===== src/rtl/fft_mag_peak.sv =====
// Streaming |X[k]|^2 pipeline with a per-frame peak tracker.
// Three register stages: saturating abs, per-component square, and sum.
// The tracker searches a bin window and publishes the peak once the last bin (N-1) is seen.
module fft_mag_peak #(
  parameter int unsigned DATA_W  = 16,
  parameter int unsigned INDEX_W = 7,
  parameter int unsigned MIN_BIN = 1,
  parameter int unsigned MAX_BIN = 63
) (
  input  logic                      clk,
  input  logic                      reset,
  input  logic                      dv,
  input  logic [INDEX_W-1:0]        xk_index,
  input  logic signed [DATA_W-1:0]  xk_re,
  input  logic signed [DATA_W-1:0]  xk_im,
  output logic                      mag_valid,
  output logic [2*DATA_W-1:0]       mag,
  output logic [INDEX_W-1:0]        mag_index,
  output logic                      peak_valid,
  output logic [2*DATA_W-1:0]       peak_mag,
  output logic [INDEX_W-1:0]        peak_index,
  output logic [15:0]               frame_count
);

  localparam int unsigned AbsW = DATA_W - 1;
  localparam int unsigned SqW  = 2 * DATA_W - 2;
  localparam int unsigned MagW = 2 * DATA_W;

  localparam logic [INDEX_W-1:0] MinBin  = INDEX_W'(MIN_BIN);
  localparam logic [INDEX_W-1:0] MaxBin  = INDEX_W'(MAX_BIN);
  localparam logic [INDEX_W-1:0] LastBin = {INDEX_W{1'b1}};

  // Only the most-negative code stays negative after negation; clamp it to the
  // largest positive magnitude so every result fits in DATA_W-1 bits.
  function automatic logic [AbsW-1:0] sat_abs(input logic signed [DATA_W-1:0] x);
    logic [DATA_W-1:0] neg;
    neg = -x;
    if (!x[DATA_W-1]) begin
      sat_abs = x[AbsW-1:0];
    end else if (neg[DATA_W-1]) begin
      sat_abs = {AbsW{1'b1}};
    end else begin
      sat_abs = neg[AbsW-1:0];
    end
  endfunction

  // Pipeline registers
  logic                 s1_valid_q, s2_valid_q, mag_valid_q;
  logic [INDEX_W-1:0]   s1_index_q, s2_index_q, mag_index_q;
  logic [AbsW-1:0]      re_abs_q, im_abs_q;
  logic [SqW-1:0]       re_sq_q, im_sq_q;
  logic [MagW-1:0]      mag_q;

  // Tracker and publication registers
  logic                 found_q, found_d;
  logic [MagW-1:0]      cur_max_q, cur_max_d;
  logic [INDEX_W-1:0]   cur_idx_q, cur_idx_d;
  logic                 frame_end;
  logic                 peak_valid_q;
  logic [MagW-1:0]      peak_mag_q;
  logic [INDEX_W-1:0]   peak_index_q;
  logic [15:0]          frame_count_q;

  // Three-stage abs / square / sum pipeline with its valid and index shadow
  always_ff @(posedge clk) begin
    if (reset) begin
      s1_valid_q  <= 1'b0;
      s2_valid_q  <= 1'b0;
      mag_valid_q <= 1'b0;
      s1_index_q  <= '0;
      s2_index_q  <= '0;
      mag_index_q <= '0;
      re_abs_q    <= '0;
      im_abs_q    <= '0;
      re_sq_q     <= '0;
      im_sq_q     <= '0;
      mag_q       <= '0;
    end else begin
      s1_valid_q  <= dv;
      s1_index_q  <= xk_index;
      re_abs_q    <= sat_abs(xk_re);
      im_abs_q    <= sat_abs(xk_im);
      s2_valid_q  <= s1_valid_q;
      s2_index_q  <= s1_index_q;
      re_sq_q     <= SqW'(re_abs_q) * SqW'(re_abs_q);
      im_sq_q     <= SqW'(im_abs_q) * SqW'(im_abs_q);
      mag_valid_q <= s2_valid_q;
      mag_index_q <= s2_index_q;
      mag_q       <= MagW'(re_sq_q) + MagW'(im_sq_q);
    end
  end

  // Evaluate the current stage-3 bin against the running maximum
  always_comb begin
    found_d   = found_q;
    cur_max_d = cur_max_q;
    cur_idx_d = cur_idx_q;
    frame_end = 1'b0;
    if (mag_valid_q) begin
      // Index 0 starts a new frame, even if the previous one never finished.
      if (mag_index_q == '0) begin
        found_d   = 1'b0;
        cur_max_d = '0;
        cur_idx_d = '0;
      end
      if ((mag_index_q >= MinBin) && (mag_index_q <= MaxBin) &&
          (!found_d || (mag_q > cur_max_d))) begin
        found_d   = 1'b1;
        cur_max_d = mag_q;
        cur_idx_d = mag_index_q;
      end
      frame_end = (mag_index_q == LastBin);
    end
  end

  // Tracker state, plus publication of the frame result when the last bin is evaluated
  always_ff @(posedge clk) begin
    if (reset) begin
      found_q       <= 1'b0;
      cur_max_q     <= '0;
      cur_idx_q     <= '0;
      peak_valid_q  <= 1'b0;
      peak_mag_q    <= '0;
      peak_index_q  <= '0;
      frame_count_q <= '0;
    end else begin
      found_q      <= found_d;
      cur_max_q    <= cur_max_d;
      cur_idx_q    <= cur_idx_d;
      peak_valid_q <= frame_end;
      if (frame_end) begin
        // Publish from the just-evaluated values so a following index-0 clear cannot race it.
        peak_mag_q    <= found_d ? cur_max_d : '0;
        peak_index_q  <= found_d ? cur_idx_d : '0;
        frame_count_q <= frame_count_q + 16'd1;
      end
    end
  end

  assign mag_valid   = mag_valid_q;
  assign mag         = mag_q;
  assign mag_index   = mag_index_q;
  assign peak_valid  = peak_valid_q;
  assign peak_mag    = peak_mag_q;
  assign peak_index  = peak_index_q;
  assign frame_count = frame_count_q;

endmodule


===== config.mk =====
export PLATFORM = sky130hd
export DESIGN_NAME = fft_mag_peak
export DESIGN_NICKNAME = d
export VERILOG_FILES = /design/src/rtl/fft_mag_peak.sv
export SDC_FILE = /design/constraint.sdc
export NUM_CORES = 1
export LEC_CHECK = 0
export ABC_AREA = 1
export BUFFER_PORTS_ARGS = -buffer_cell sky130_fd_sc_hd__buf_4
export CORE_MARGIN = 8
export CORE_UTILIZATION = 30
export CTS_CLUSTER_DIAMETER = 200
export DETAILED_ROUTE_END_ITERATION = 10
export PLACE_DENSITY = 0.44
export SETUP_SLACK_MARGIN = 0.5
export SLEW_MARGIN = 20
export SYNTH_ARGS = -nofsm -noshare
export SYNTH_HDL_FRONTEND = slang
export SYNTH_SLANG_ARGS = --single-unit

===== constraint.sdc =====
create_clock -name clk -period 5.6 [get_ports clk]
set_input_delay 0.56 -clock clk [delete_from_list [all_inputs] [get_ports clk]]
set_output_delay 0.56 -clock clk [all_outputs]
set_load 0.05 [all_outputs]

==> results of run 1 <==
==> worst min-delay path: stages <==
cell,delay [ps]
sky130_fd_sc_hd__buf_4,70
sky130_fd_sc_hd__inv_1,30
sky130_fd_sc_hd__nor2_1,60
==> timing repair <==
action | 4_1_cts | 5_1_grt
pin swaps | 95 | 51
setup buffers | 77 | 20
setup endpoints to repair | 35 | 37
gates resized for setup | 205 | 113
==> cell usage in the layout (no fill, tap or decap), drive strengths merged <==
master    instances
a211oi            2
a21boi            6
a21o              5
a21oi           211
a221oi            5
a31o              2
a31oi            15
and2             34
and3              1
buf             295
bufinv            2
clkbuf           40
clkinv            7
clkinvlp          3
conb              1
dfxtp           239
fa              272
ha              248
inv             675
mux2              1
nand2           636
nand3           119
nand4            10
nor2            197
nor3             19
nor3b             3
nor4              7
o2111ai           1
o211ai            1
o21a             18
o21ai           153
o21bai           10
o221ai            3
o31ai             3
or2               7
xnor2            11
xor2             29
==> routing by layer <==
metal | wire length [um] | vias up | global-route usage, %
met2 | 27800 | 272 | 23.6
met3 | 2120 | 76 | 1.79
met1 | 30300 | 8726 | 20.0
met4 | 1380 | 2 | 2.90
li1 | - | 9801 | -
met5 | 13 | - | 0
==> power by group through the flow <==
stage | sequential (mW) | combinational (mW) | clock, mW
2_1_floorplan | 2.28 | 2.63 | 0
3_3_place_gp | 2.19 | 3.81 | 0
3_5_place_dp | 2.18 | 3.80 | 0
4_1_cts | 2.13 | 4.47 | 2.03
5_1_grt | 2.14 | 5.28 | 2.10
6_report | 2.12 | 4.66 | 1.95
==> layout make-up <==
class | instances | area [um2] | area share [%]
Sequential cell | 239 | 4890 | 16.9
Tap cell | 1040 | 1300 | 4.51
Inverter | 673 | 2530 | 8.77
Multi-Input combinational cell | 2030 | 16700 | 58.0
Clock inverter | 14 | 158 | 0.546
Clock buffer | 40 | 848 | 2.94
Timing Repair Buffer | 295 | 2380 | 8.25
==> per-stage QoR <==
stage / std cells / worst slack [ps] / instance area [um2]
4_1_cts: 4311 / 321 / 28300
3_3_place_gp: 4180 / 23.3 / 25900
6_report: 4331 / 355 / 28900
2_1_floorplan: 3038 / 442 / 23800
3_5_place_dp: 4180 / 5.27 / 25900
5_1_grt: 4331 / 83.5 / 28900
==> flip-flops by register name, summed over array words and instances, names as in the netlist, 7 cells and up <==
name,flops
mag,31
mag_index,7
peak_mag,32
cur_idx_q,7
s2_index_q,7
re_sq_q,29
im_sq_q,29
cur_max_q,32
im_abs_q,15
re_abs_q,15
frame_count,16
peak_index,7
s1_index_q,7
==> logic make-up after synthesis <==
logic type               after synthesis  synth area share [%]
other                                  1                0.0161
flip-flops                           239                  20.6
adder cells (fa/ha/maj)              520                  36.8
XOR/XNOR                              40                  1.51
AO/OA/AOI/OAI                        435                  10.2
multiplexers                           1                0.0485
AND/OR/NAND/NOR                     1033                  18.3
buffers and inverters                769                  12.6
==> path summary, 6_finish.rpt <==
path                                  from                       end  slack (ps)  cells after the start
setup / recovery    re_abs_q[1]$_SDFF_PP0_    re_sq_q[27]$_SDFF_PP0_         360                     23
hold / removal                 xk_index[2]  s1_index_q[2]$_SDFF_PP0_         170                      3
setup reg to reg    re_abs_q[1]$_SDFF_PP0_    re_sq_q[27]$_SDFF_PP0_         360                     23
hold reg to reg   s1_index_q[2]$_SDFF_PP0_  s2_index_q[2]$_SDFF_PP0_         400                      2
==> results.rst, run 1 <==
.. list-table::
   :header-rows: 1

   * - Metric
     - Value
   * - Status
     - finished clean
   * - Fraction of the yosys area taken by sequential cells
     - 20.6%
   * - Register clock-pin slew on the reported worst setup and hold paths
     - 70 ps
   * - Setup repair after global routing missed its margin
     - yes
   * - Layout area overhead
     - 24.2%
   * - Via-per-instance ratio
     - 4.36
   * - Detail Placement HPWL
     - 48.8 mm
   * - DR pass1 iterations
     - 5
   * - Startpoint-to-endpoint class of the critical path
     - reg -> reg
   * - Skew-Pair Late Insertion Delay
     - 600 ps
   * - Floorplan core area
     - 77100 um2
   * - Overall power consumption
     - 8.73 mW
   * - Buffers added on ports
     - 136
   * - Post-Synthesis Cell Area
     - 23200 um2
   * - Vias in the first global route
     - 19580
   * - Number of hold violations in the final report
     - 0
   * - Per-instance average area after synthesis
     - 7.65 um2
   * - Cell type with the largest total area after synthesis
     - sky130_fd_sc_hd__fa_1
   * - Wire length of the first global-routing pass
     - 103 mm
   * - Fraction of registers with async set or reset after synthesis
     - 0%
   * - Gate count of the mapped netlist
     - 3038
   * - Count of flip-flops with a built-in enable after synthesis
     - 0
   * - Share of power burned in combinational logic
     - 53.4%
   * - Worst path max stage delay
     - 540 ps
   * - Max Cap Violations
     - 0
   * - Total power density per cell area
     - 302 nW/um2
   * - Routability congestion estimate
     - 0.821
   * - Top-Level Pins
     - 138
   * - Total Nets Final
     - 3831
   * - Starting utilization of the core area
     - 30.1%
   * - Antenna violations before repair
     - 1
   * - Most repeated cell in the gate-level netlist after synthesis
     - sky130_fd_sc_hd__inv_1
   * - CP endpoint kind
     - flip-flop
   * - Worst path slowest cell
     - sky130_fd_sc_hd__fa_1
   * - Syn. warnings
     - 0
   * - Switching portion of total power
     - 43.0%
   * - Number of sinks handled by clock tree synthesis
     - 239
   * - Number of placement rows
     - 102
   * - Kind of launch point of the worst setup path
     - flip-flop
   * - Skew final
     - 22.8 ps
   * - Cell at the root of the clock tree
     - sky130_fd_sc_hd__clkbuf_16
   * - Via count of the routed design
     - 18877
   * - Number of fill cells in the layout
     - 8150
   * - DIE AREA
     - 86600 um2
   * - CTS Hold Buffers Added
     - 0
   * - Clock share of power
     - 22.3%
   * - Inserted Diodes
     - 0
   * - Min-delay worst type
     - in -> reg
   * - Most used cell, CP
     - sky130_fd_sc_hd__fa_1
   * - Detail-routed net length per standard cell
     - 14.2 um
   * - Tightest Pin Transition
     - 834 ps
   * - Maximum clock frequency
     - 0.191 GHz
   * - Yosys top cell area share
     - 23.4%
   * - H-tree levels
     - 1
   * - Count of different cell masters after synthesis
     - 49
   * - Leakage dissipation
     - 15.4 nW
   * - Final setup violation count
     - 0
   * - Crit path max-delay family
     - adder cells
   * - Die X-Extent
     - 294 um
   * - Final standard cell utilization of the core
     - 37.4%
   * - Congestion Overflow GR
     - 0
   * - Number of buffers on the longest clock path
     - 3
   * - Setup_tns
     - 0 ps
   * - Commonest cells in the synthesized netlist
     - sky130_fd_sc_hd__inv_1 (671), sky130_fd_sc_hd__nand2_1 (633), sky130_fd_sc_hd__fa_1 (272)
   * - Most used flip-flop cell after synthesis
     - sky130_fd_sc_hd__dfxtp_1
   * - Arrival time of data at the critical path endpoint
     - 5720 ps
   * - Share of total power in sequential cells
     - 24.3%
   * - Largest net degree at the start of global routing
     - 80
   * - Top cells by area, synth
     - sky130_fd_sc_hd__fa_1 (23%), sky130_fd_sc_hd__dfxtp_1 (21%), sky130_fd_sc_hd__ha_1 (13%)
   * - Clock period minus final worst setup slack
     - 5240 ps
   * - Buf/Inv on CP
     - 7
   * - CTS tree
     - yes
   * - Fin crit share
     - 93.7%
   * - Highest ir drop seen on vdd
     - 0.229 mV
   * - Critical-path cell list
     - buf_4 -> nand2_4 -> inv_2 -> fa_1 -> inv_1 -> fa_1 -> inv_1 -> fa_1 -> fa_1 -> fa_1 -> inv_2 -> fa_1 -> inv_2 -> ha_4 -> a21oi_4 -> inv_1 -> a31oi_2 -> o21bai_2 -> nand2_1 -> nand3_2 -> a31o_2 -> o21ai_1 -> a21oi_1
   * - Net count of the mapped netlist
     - 3600
   * - Cell internal pwr
     - 4.97 mW
   * - Number of buffers created by CTS
     - 30
   * - Vertical die dimension
     - 294 um
   * - Max-Slew Margin vs Limit
     - 44.4%
   * - DRC viols
     - 0
   * - Post-detailed-route count of antenna-violating nets
     - 0
   * - Combined global-route utilization of all metal layers
     - 14.3%
   * - Number of synthesized register bits
     - 239
   * - Drt total wl
     - 61.6 mm
   * - Final number of max-transition violations
     - 0
   * - Layout cells sized above 1
     - 19.4%
   * - Number of DRC markers in iteration 0
     - 741
   * - Crit Path Max Fanout
     - 5
   * - Switching Power
     - 3.76 mW
   * - Req. time, crit path
     - 6080 ps
   * - Final-layout worst hold slack
     - 174 ps
No activity file was read; power rests on OpenSTA's default activity.
==> run 2, diff against run 1 <==
==> constraint.sdc (replaced) <==
create_clock -name clk -period 4.7 [get_ports clk]
set_input_delay 0.47 -clock clk [delete_from_list [all_inputs] [get_ports clk]]
set_output_delay 0.47 -clock clk [all_outputs]
set_load 0.05 [all_outputs]
==> run 2 against run 1 <==
Against the previous run: largest power group unchanged; cell area increased by 6.7%; critical path depth increased by 3; flip-flop and latch count unchanged; wire length increased by 3.5%; highest routed layer is now met4; combinational power increased by 36%; clock power increased by 32%; fmax decreased by 0.37%; the flow now finishes with violations (setup timing); first-iteration DRC count increased by 7.3%; final cell count increased by 3.8%.
==> results.rst, run 2 (same netlist as run 1, synthesis figures left out) <==
.. list-table::
   :header-rows: 1

   * - Metric
     - Value
   * - Min-delay worst type
     - in -> reg
   * - Clock period minus final worst setup slack
     - 5260 ps (+19.3 ps)
   * - Congestion Overflow GR
     - 0 (unchanged)
   * - Vias in the first global route
     - 20837 (+6.4%)
   * - Global-route met1 utilization
     - 19.8% (-0.16 points)
   * - Req. time, crit path
     - 5170 ps (-910 ps)
   * - Total area of multi-input combinational cells
     - 17200 um2 (+2.6%)
   * - CP endpoint kind
     - flip-flop
   * - Post-detailed-placement cell area
     - 27600 um2 (+6.7%)
   * - Layout area overhead
     - 32.5%
   * - Starting utilization of the core area
     - 30.1% (unchanged)
   * - Skew final
     - 35.9 ps (+13.1 ps)
   * - Maximum clock frequency
     - 0.190 GHz (-0.37%)
   * - Share of total power in sequential cells
     - 22.1% (-2.2 points)
   * - Tightest Pin Transition
     - 904 ps (+70.1 ps)
   * - Combined global-route utilization of all metal layers
     - 14.8% (+0.46 points)
   * - Switching Power
     - 4.82 mW (+28%)
   * - Final setup violation count
     - 39 (+39)
   * - Max Cap Violations
     - 0 (unchanged)
   * - Final number of max-transition violations
     - 0 (unchanged)
   * - Via count of the routed design
     - 19944 (+5.7%)
   * - Antenna violations before repair
     - 0 (-1)
   * - Final-layout worst hold slack
     - 116 ps (-58.1 ps)
   * - Number of buffers created by CTS
     - 34 (+13%)
   * - Highest ir drop seen on vdd
     - 0.263 mV (+15%)
   * - Skew-Pair Late Insertion Delay
     - 550 ps (-50 ps)
   * - Clock share of power
     - 22.5% (+0.2 points)
   * - Number of fill cells in the layout
     - 7900 (-3.1%)
   * - Via-per-instance ratio
     - 4.44 (+1.8%)
   * - Total power density per cell area
     - 372 nW/um2 (+23%)
   * - Switching portion of total power
     - 42.1% (-0.97 points)
   * - Number of DRC markers in iteration 0
     - 795 (+7.3%)
   * - Status
     - finished, violations left
   * - Share of power burned in combinational logic
     - 55.4% (+2.0 points)
   * - Commonest non-fill, non-tap cells in the layout
     - sky130_fd_sc_hd__inv_1 (600), sky130_fd_sc_hd__nand2_1 (554), sky130_fd_sc_hd__buf_4 (384), sky130_fd_sc_hd__fa_1 (255), sky130_fd_sc_hd__dfxtp_1 (209)
   * - Top-Level Pins
     - 138 (unchanged)
   * - Most heavily used metal layer in global routing
     - met2
   * - Startpoint-to-endpoint class of the critical path
     - reg -> reg
   * - Floorplan core area
     - 77100 um2 (unchanged)
   * - DIE AREA
     - 86600 um2 (unchanged)
   * - Met2 track demand over resource in global routing
     - 25.2% (+1.6 points)
   * - Final WS setup
     - -564 ps (-919 ps)
   * - Kind of launch point of the worst setup path
     - flip-flop
   * - Total Nets Final
     - 3991 (+4.2%)
   * - Detail-routed net length per standard cell
     - 14.2 um (-0.29%)
   * - Inserted Diodes
     - 0 (unchanged)
   * - DR pass1 iterations
     - 5 (unchanged)
   * - Detail Placement HPWL
     - 51.5 mm (+5.6%)
   * - Crit Path Max Fanout
     - 5 (unchanged)
   * - Number of buffers on the longest clock path
     - 3 (unchanged)
   * - CTS tree
     - yes
   * - H-tree levels
     - 2 (+1)
   * - Layout cells sized above 1
     - 25.7% (+6.3 points)
   * - CTS Hold Buffers Added
     - 0 (unchanged)
   * - Drt total wl
     - 63.8 mm (+3.5%)
   * - Largest net degree at the start of global routing
     - 72 (-10%)
   * - Layout Cell Area excl Fill
     - 30800 um2 (+6.7%)
   * - Number of placement rows
     - 102 (unchanged)
   * - Number of hold violations in the final report
     - 0 (unchanged)
   * - Routability congestion estimate
     - 0.830 (+1.0%)
   * - Post-detailed-route count of antenna-violating nets
     - 0 (unchanged)
   * - Cell internal pwr
     - 6.63 mW (+33%)
   * - Failing checks
     - setup timing
   * - Met3 routing resource usage after global routing
     - 2.15% (+0.35 points)
   * - Die X-Extent
     - 294 um (unchanged)
   * - Register clock-pin slew on the reported worst setup and hold paths
     - 60 ps (about the same)
   * - DRC viols
     - 0 (unchanged)
   * - Wire length of the first global-routing pass
     - 106 mm (+3.1%)
   * - Fin crit share
     - 112% (+18 points)
   * - Leading cell type in the layout, fill and taps excluded
     - sky130_fd_sc_hd__inv_1
   * - Setup repair after global routing missed its margin
     - yes
   * - Buffers added on ports
     - 136 (unchanged)
   * - Leakage dissipation
     - 16.4 nW (+6.4%)
   * - Number of sinks handled by clock tree synthesis
     - 239 (unchanged)
   * - Max-Slew Margin vs Limit
     - 39.7% (-4.7 points)
   * - Vertical die dimension
     - 294 um (unchanged)
   * - Arrival time of data at the critical path endpoint
     - 5730 ps (about the same)
   * - Storage element area
     - 4890 um2 (+0.10%)
   * - Cell at the root of the clock tree
     - sky130_fd_sc_hd__clkbuf_16
## run 2: layout make-up
type	count	area share, %
Clock inverter	15	0.614
Multi-Input combinational cell	2030	55.8
Timing Repair Buffer	451	12.1
Tap cell	1040	4.23
Inverter	673	8.25
Clock buffer	47	3.12
Sequential cell	239	15.9
## run 2: stage by stage
step           util [%]  total power, mW  cells  TNS, ps  setup WS (ps)
2_1_floorplan         -             6.01   3038    -6980           -445
3_3_place_gp       35.9             7.92   4374   -19830           -783
3_5_place_dp       35.9             7.94   4374   -20330           -787
4_1_cts            38.8             11.2   4474   -15360           -587
5_1_grt            39.9             12.5   4495   -24350           -832
6_report           39.9             11.5   4495   -15080           -564
## run 2: path summary, 6_finish.rpt
check | endpoint | depth (start not counted) | from | slack (ps)
max | re_sq_q[25]$_SDFF_PP0_ | 26 | re_abs_q[3]$_SDFF_PP0_ | -560
min | s1_index_q[4]$_SDFF_PP0_ | 3 | xk_index[4] | 120
max reg2reg | re_sq_q[25]$_SDFF_PP0_ | 26 | re_abs_q[3]$_SDFF_PP0_ | -560
min reg2reg | mag_index[0]$_SDFF_PP0_ | 2 | s2_index_q[0]$_SDFF_PP0_ | 400
## run 2: repair_timing
item,CTS,global route
setup endpoints to repair,47,47
pin swaps,86,93
setup buffers,38,21
gates resized for setup,218,193
## run 2: layer usage
metal / up-vias / routed length (um)
li1: 10137 / -
met1: 9383 / 29700
met2: 351 / 30200
met3: 73 / 2730
met4: 0 / 1140
met5: - / 0
## run 2: worst max-delay path: stages (launching register included)
cell	delay [ps]
sky130_fd_sc_hd__dfxtp_4	350
sky130_fd_sc_hd__buf_12	130
sky130_fd_sc_hd__buf_8	110
sky130_fd_sc_hd__nand2_4	50
sky130_fd_sc_hd__inv_2	40
sky130_fd_sc_hd__fa_1	510
sky130_fd_sc_hd__inv_2	40
sky130_fd_sc_hd__fa_1	470
sky130_fd_sc_hd__inv_1	50
sky130_fd_sc_hd__fa_1	470
sky130_fd_sc_hd__inv_1	50
sky130_fd_sc_hd__fa_1	470
sky130_fd_sc_hd__inv_1	50
sky130_fd_sc_hd__fa_1	480
sky130_fd_sc_hd__inv_1	50
sky130_fd_sc_hd__fa_1	490
sky130_fd_sc_hd__inv_2	50
sky130_fd_sc_hd__ha_4	290
sky130_fd_sc_hd__buf_4	120
sky130_fd_sc_hd__nand2_4	60
sky130_fd_sc_hd__nor3_4	220
sky130_fd_sc_hd__nand3_2	110
sky130_fd_sc_hd__nand3_4	150
sky130_fd_sc_hd__buf_4	120
sky130_fd_sc_hd__buf_4	90
sky130_fd_sc_hd__o21ai_1	50
sky130_fd_sc_hd__a21oi_1	140
## run 2: power groups by stage
| stage | Combinational (mW) | Sequential [mW] | Clock, mW |
|---|---|---|---|
| floorplan | 3.30 | 2.72 | 0 |
| global placement | 5.33 | 2.58 | 0 |
| detailed placement | 5.35 | 2.58 | 0 |
| CTS | 5.94 | 2.53 | 2.68 |
| global route | 7.14 | 2.56 | 2.77 |
| finish | 6.35 | 2.53 | 2.58 |
==> run 3, diff against run 2 <==
--- a/config.mk
+++ b/config.mk
@@ -7,13 +7,11 @@
 export LEC_CHECK = 0
 export ABC_AREA = 1
 export BUFFER_PORTS_ARGS = -buffer_cell sky130_fd_sc_hd__buf_4
-export CORE_MARGIN = 8
 export CORE_UTILIZATION = 30
 export CTS_CLUSTER_DIAMETER = 200
 export DETAILED_ROUTE_END_ITERATION = 10
 export PLACE_DENSITY = 0.44
 export SETUP_SLACK_MARGIN = 0.5
-export SLEW_MARGIN = 20
 export SYNTH_ARGS = -nofsm -noshare
 export SYNTH_HDL_FRONTEND = slang
 export SYNTH_SLANG_ARGS = --single-unit
==> run 3 against run 2 <==
Against the previous run: the run still ends with setup timing left; worst setup slack worse by 33 ps; flip-flop and latch count stayed put; sequential share of layout area down 0.17 points; first-iteration DRC count shrank 8.2%; critical path depth is the same; hold slack lost 16 ps; global-route usage rose by 1.4 points.
==> results.rst, run 3 (same netlist as run 1, synthesis figures left out) <==
.. list-table::
   :header-rows: 1

   * - Metric
     - Value
   * - Most used cell, CP
     - sky130_fd_sc_hd__fa_1
   * - Overall power consumption
     - 11.3 mW (-1.2%)
   * - Post-route non-filler standard cell count
     - 4513 (+0.40%)
   * - Top-Level Pins
     - 138 (unchanged)
   * - Crit path max-delay family
     - adder cells
   * - CP endpoint kind
     - flip-flop
   * - Inserted Diodes
     - 0 (unchanged)
   * - Number of buffers on the longest clock path
     - 3 (unchanged)
   * - Worst path slowest cell
     - sky130_fd_sc_hd__fa_1
   * - Clock period minus final worst setup slack
     - 5300 ps (+32.9 ps)
   * - Crit path to
     - re_sq_q[28]$_SDFF_PP0_
   * - Tightest Pin Transition
     - 982 ps (+78.1 ps)
   * - Skew-Pair Late Insertion Delay
     - 580 ps (+30 ps)
   * - Req. time, crit path
     - 5160 ps (about the same)
   * - Die X-Extent
     - 280 um (-4.8%)
   * - Worst path max stage delay
     - 520 ps (about the same)
   * - Number of placement rows
     - 101 (-0.98%)
   * - Layout cells sized above 1
     - 27.2% (+1.5 points)
   * - Post-Place Setup Slack
     - -687 ps (+100 ps)
   * - Cell at the root of the clock tree
     - sky130_fd_sc_hd__clkbuf_16
   * - Combined global-route utilization of all metal layers
     - 16.2% (+1.4 points)
   * - Maximum clock frequency
     - 0.189 GHz (-0.62%)
   * - Setup repair after global routing missed its margin
     - yes
   * - Final setup violation count
     - 39 (unchanged)
   * - Via count of the routed design
     - 20028 (+0.42%)
   * - Reg2Reg Launch Point
     - re_abs_q[10]$_SDFF_PP0_
   * - Arrival time of data at the critical path endpoint
     - 5760 ps (+30 ps)
   * - Skew final
     - 18.1 ps (-17.8 ps)
   * - Number of hold violations in the final report
     - 0 (unchanged)
   * - Drt total wl
     - 63.0 mm (-1.2%)
   * - DR pass1 iterations
     - 7 (+2)
   * - Startpoint-to-endpoint class of the critical path
     - reg -> reg
   * - Min-delay worst type
     - in -> reg
   * - Leakage dissipation
     - 16.6 nW (+1.1%)
   * - Vias in the first global route
     - 20804 (-0.16%)
   * - Detail Placement HPWL
     - 50.6 mm (-1.7%)
   * - Buffers added on ports
     - 136 (unchanged)
   * - CTS Hold Buffers Added
     - 0 (unchanged)
   * - Failing checks
     - setup timing
   * - Worst path depth
     - 26 (unchanged)
   * - Crit Path Max Fanout
     - 7 (+2)
   * - Number of cells on the worst reg-to-reg path
     - 26 (unchanged)
   * - Via-per-instance ratio
     - 4.44 (about the same)
   * - CTS tree
     - yes
   * - Largest net degree at the start of global routing
     - 105 (+46%)
   * - Detail-routed net length per standard cell
     - 14.0 um (-1.6%)
   * - Antenna violations before repair
     - 0 (unchanged)
   * - Number of sinks handled by clock tree synthesis
     - 239 (unchanged)
   * - Number of DRC markers in iteration 0
     - 730 (-8.2%)
   * - Cell count after placement
     - 4367 (-0.16%)
   * - Vertical die dimension
     - 280 um (-4.8%)
   * - Final WS setup
     - -597 ps (-32.9 ps)
   * - Kind of launch point of the worst setup path
     - flip-flop
   * - Highest ir drop seen on vdd
     - 0.268 mV (+2.2%)
   * - Commonest non-fill, non-tap cells in the layout
     - sky130_fd_sc_hd__inv_1 (591), sky130_fd_sc_hd__nand2_1 (539), sky130_fd_sc_hd__buf_4 (404), sky130_fd_sc_hd__fa_1 (258), sky130_fd_sc_hd__dfxtp_1 (209)
   * - R2R setup slack
     - -600 ps (-30 ps)
   * - Congestion Overflow GR
     - 0 (unchanged)
   * - Routability congestion estimate
     - 0.830 (about the same)
   * - Final standard cell utilization of the core
     - 40.7% (+0.82 points)
   * - Layout Cell Area excl Fill
     - 31100 um2 (+1.0%)
   * - H-tree levels
     - 1 (-1)
   * - Register clock-pin slew on the reported worst setup and hold paths
     - 70 ps (about the same)
   * - Buf/Inv on CP
     - 9 (-3)
   * - Layout area overhead
     - 33.8%
   * - Total power density per cell area
     - 364 nW/um2 (-2.2%)
   * - Max-Slew Margin vs Limit
     - 34.5% (-5.2 points)
   * - Number of buffers created by CTS
     - 29 (-15%)
   * - Worst Setup SP
     - re_abs_q[10]$_SDFF_PP0_
   * - Post-detailed-route count of antenna-violating nets
     - 0 (unchanged)
   * - Status
     - finished, violations left
   * - Number of fill cells in the layout
     - 7794 (-1.3%)
   * - Wire length of the first global-routing pass
     - 105 mm (-1.3%)
   * - DRC viols
     - 0 (unchanged)
   * - Max Cap Violations
     - 0 (unchanged)
   * - Floorplan core area
     - 76300 um2 (-0.98%)
   * - Total Nets Final
     - 4023 (+0.80%)
   * - Starting utilization of the core area
     - 30.4% (+0.30 points)
   * - Post-detailed-placement cell area
     - 27600 um2 (about the same)
   * - Leading cell type in the layout, fill and taps excluded
     - sky130_fd_sc_hd__inv_1
   * - Final number of max-transition violations
     - 0 (unchanged)
   * - Capture instance of the worst register-to-register path
     - re_sq_q[28]$_SDFF_PP0_
   * - DIE AREA
     - 78600 um2 (-9.3%)
   * - Fin crit share
     - 113% (+0.70 points)
[run 3: final cells by class]
type,count,area [um2],share of cell area (%)
multi-input cells,2030,17300,55.6
inverters,673,2530,8.13
flip-flops and latches,239,4890,15.7
clock inverters,16,205,0.660
repair buffers,488,4070,13.1
clock buffers,37,817,2.63
well taps,1030,1290,4.14
[run 3: worst min-delay path by stage]
stage | from | end | slack, ps | depth (start not counted)
4_1_cts | xk_index[4] | s1_index_q[4]$_SDFF_PP0_ | 60 | 3
3_5_place_dp | s2_index_q[1]$_SDFF_PP0_ | mag_index[1]$_SDFF_PP0_ | 390 | 2
5_1_grt | xk_index[4] | s1_index_q[4]$_SDFF_PP0_ | 80 | 3
6_report | xk_index[4] | s1_index_q[4]$_SDFF_PP0_ | 100 | 3
2_1_floorplan | s2_index_q[0]$_SDFF_PP0_ | mag_index[0]$_SDFF_PP0_ | 390 | 2
3_3_place_gp | s2_index_q[0]$_SDFF_PP0_ | mag_index[0]$_SDFF_PP0_ | 390 | 2
[run 3: repair_timing]
item,4_1_cts,5_1_grt
gates cloned,0,0
gates resized for setup,283,180
pin swaps,122,120
buffers inserted,51,42
setup endpoints to repair,47,47
endpoints found under the hold margin,0,0
[run 3: worst reg2reg max path: stages (launching register included)]
cell	delay [ps]
sky130_fd_sc_hd__dfxtp_4	390
sky130_fd_sc_hd__buf_6	130
sky130_fd_sc_hd__nand2_2	60
sky130_fd_sc_hd__inv_2	40
sky130_fd_sc_hd__fa_1	520
sky130_fd_sc_hd__inv_2	50
sky130_fd_sc_hd__fa_1	520
sky130_fd_sc_hd__inv_1	50
sky130_fd_sc_hd__fa_1	470
sky130_fd_sc_hd__inv_1	50
sky130_fd_sc_hd__fa_1	480
sky130_fd_sc_hd__inv_1	50
sky130_fd_sc_hd__fa_1	480
sky130_fd_sc_hd__inv_1	50
sky130_fd_sc_hd__fa_1	490
sky130_fd_sc_hd__inv_2	50
sky130_fd_sc_hd__ha_4	290
sky130_fd_sc_hd__nand2_4	70
sky130_fd_sc_hd__buf_4	150
sky130_fd_sc_hd__nor3_4	190
sky130_fd_sc_hd__nand3_1	120
sky130_fd_sc_hd__nand3_2	110
sky130_fd_sc_hd__nand2_2	60
sky130_fd_sc_hd__a21oi_2	160
sky130_fd_sc_hd__o21ai_1	80
sky130_fd_sc_hd__nand2_1	60
sky130_fd_sc_hd__nor2_1	40
[run 3: power by group]
| part | total [mW] | switching [mW] | internal (mW) |
|---|---|---|---|
| logic | 6.41 | 3.55 | 2.86 |
| registers | 2.52 | 0.246 | 2.28 |
| clock network | 2.38 | 0.930 | 1.45 |
| total | 11.3 | 4.72 | 6.59 |
[run 3: per-stage QoR]
| step | setup TNS (ps) | hold WS [ps] |
|---|---|---|
| 2_1_floorplan | -6980 | 388 |
| 3_3_place_gp | -18630 | 393 |
| 3_5_place_dp | -18940 | 393 |
| 4_1_cts | -15670 | 61.4 |
| 5_1_grt | -24170 | 76.4 |
| 6_report | -15160 | 99.7 |
[run 3: per-layer routing]
layer / part of all wire (%) / vias to the layer above / global-route usage (%) / routed length (um)
met5: 0 / - / 0 / 0
met4: 1.0 / 0 / 2.07 / 627
met3: 3.4 / 47 / 1.64 / 2130
met2: 47 / 289 / 28.0 / 29900
met1: 48 / 9498 / 22.2 / 30300
li1: - / 10194 / - / -
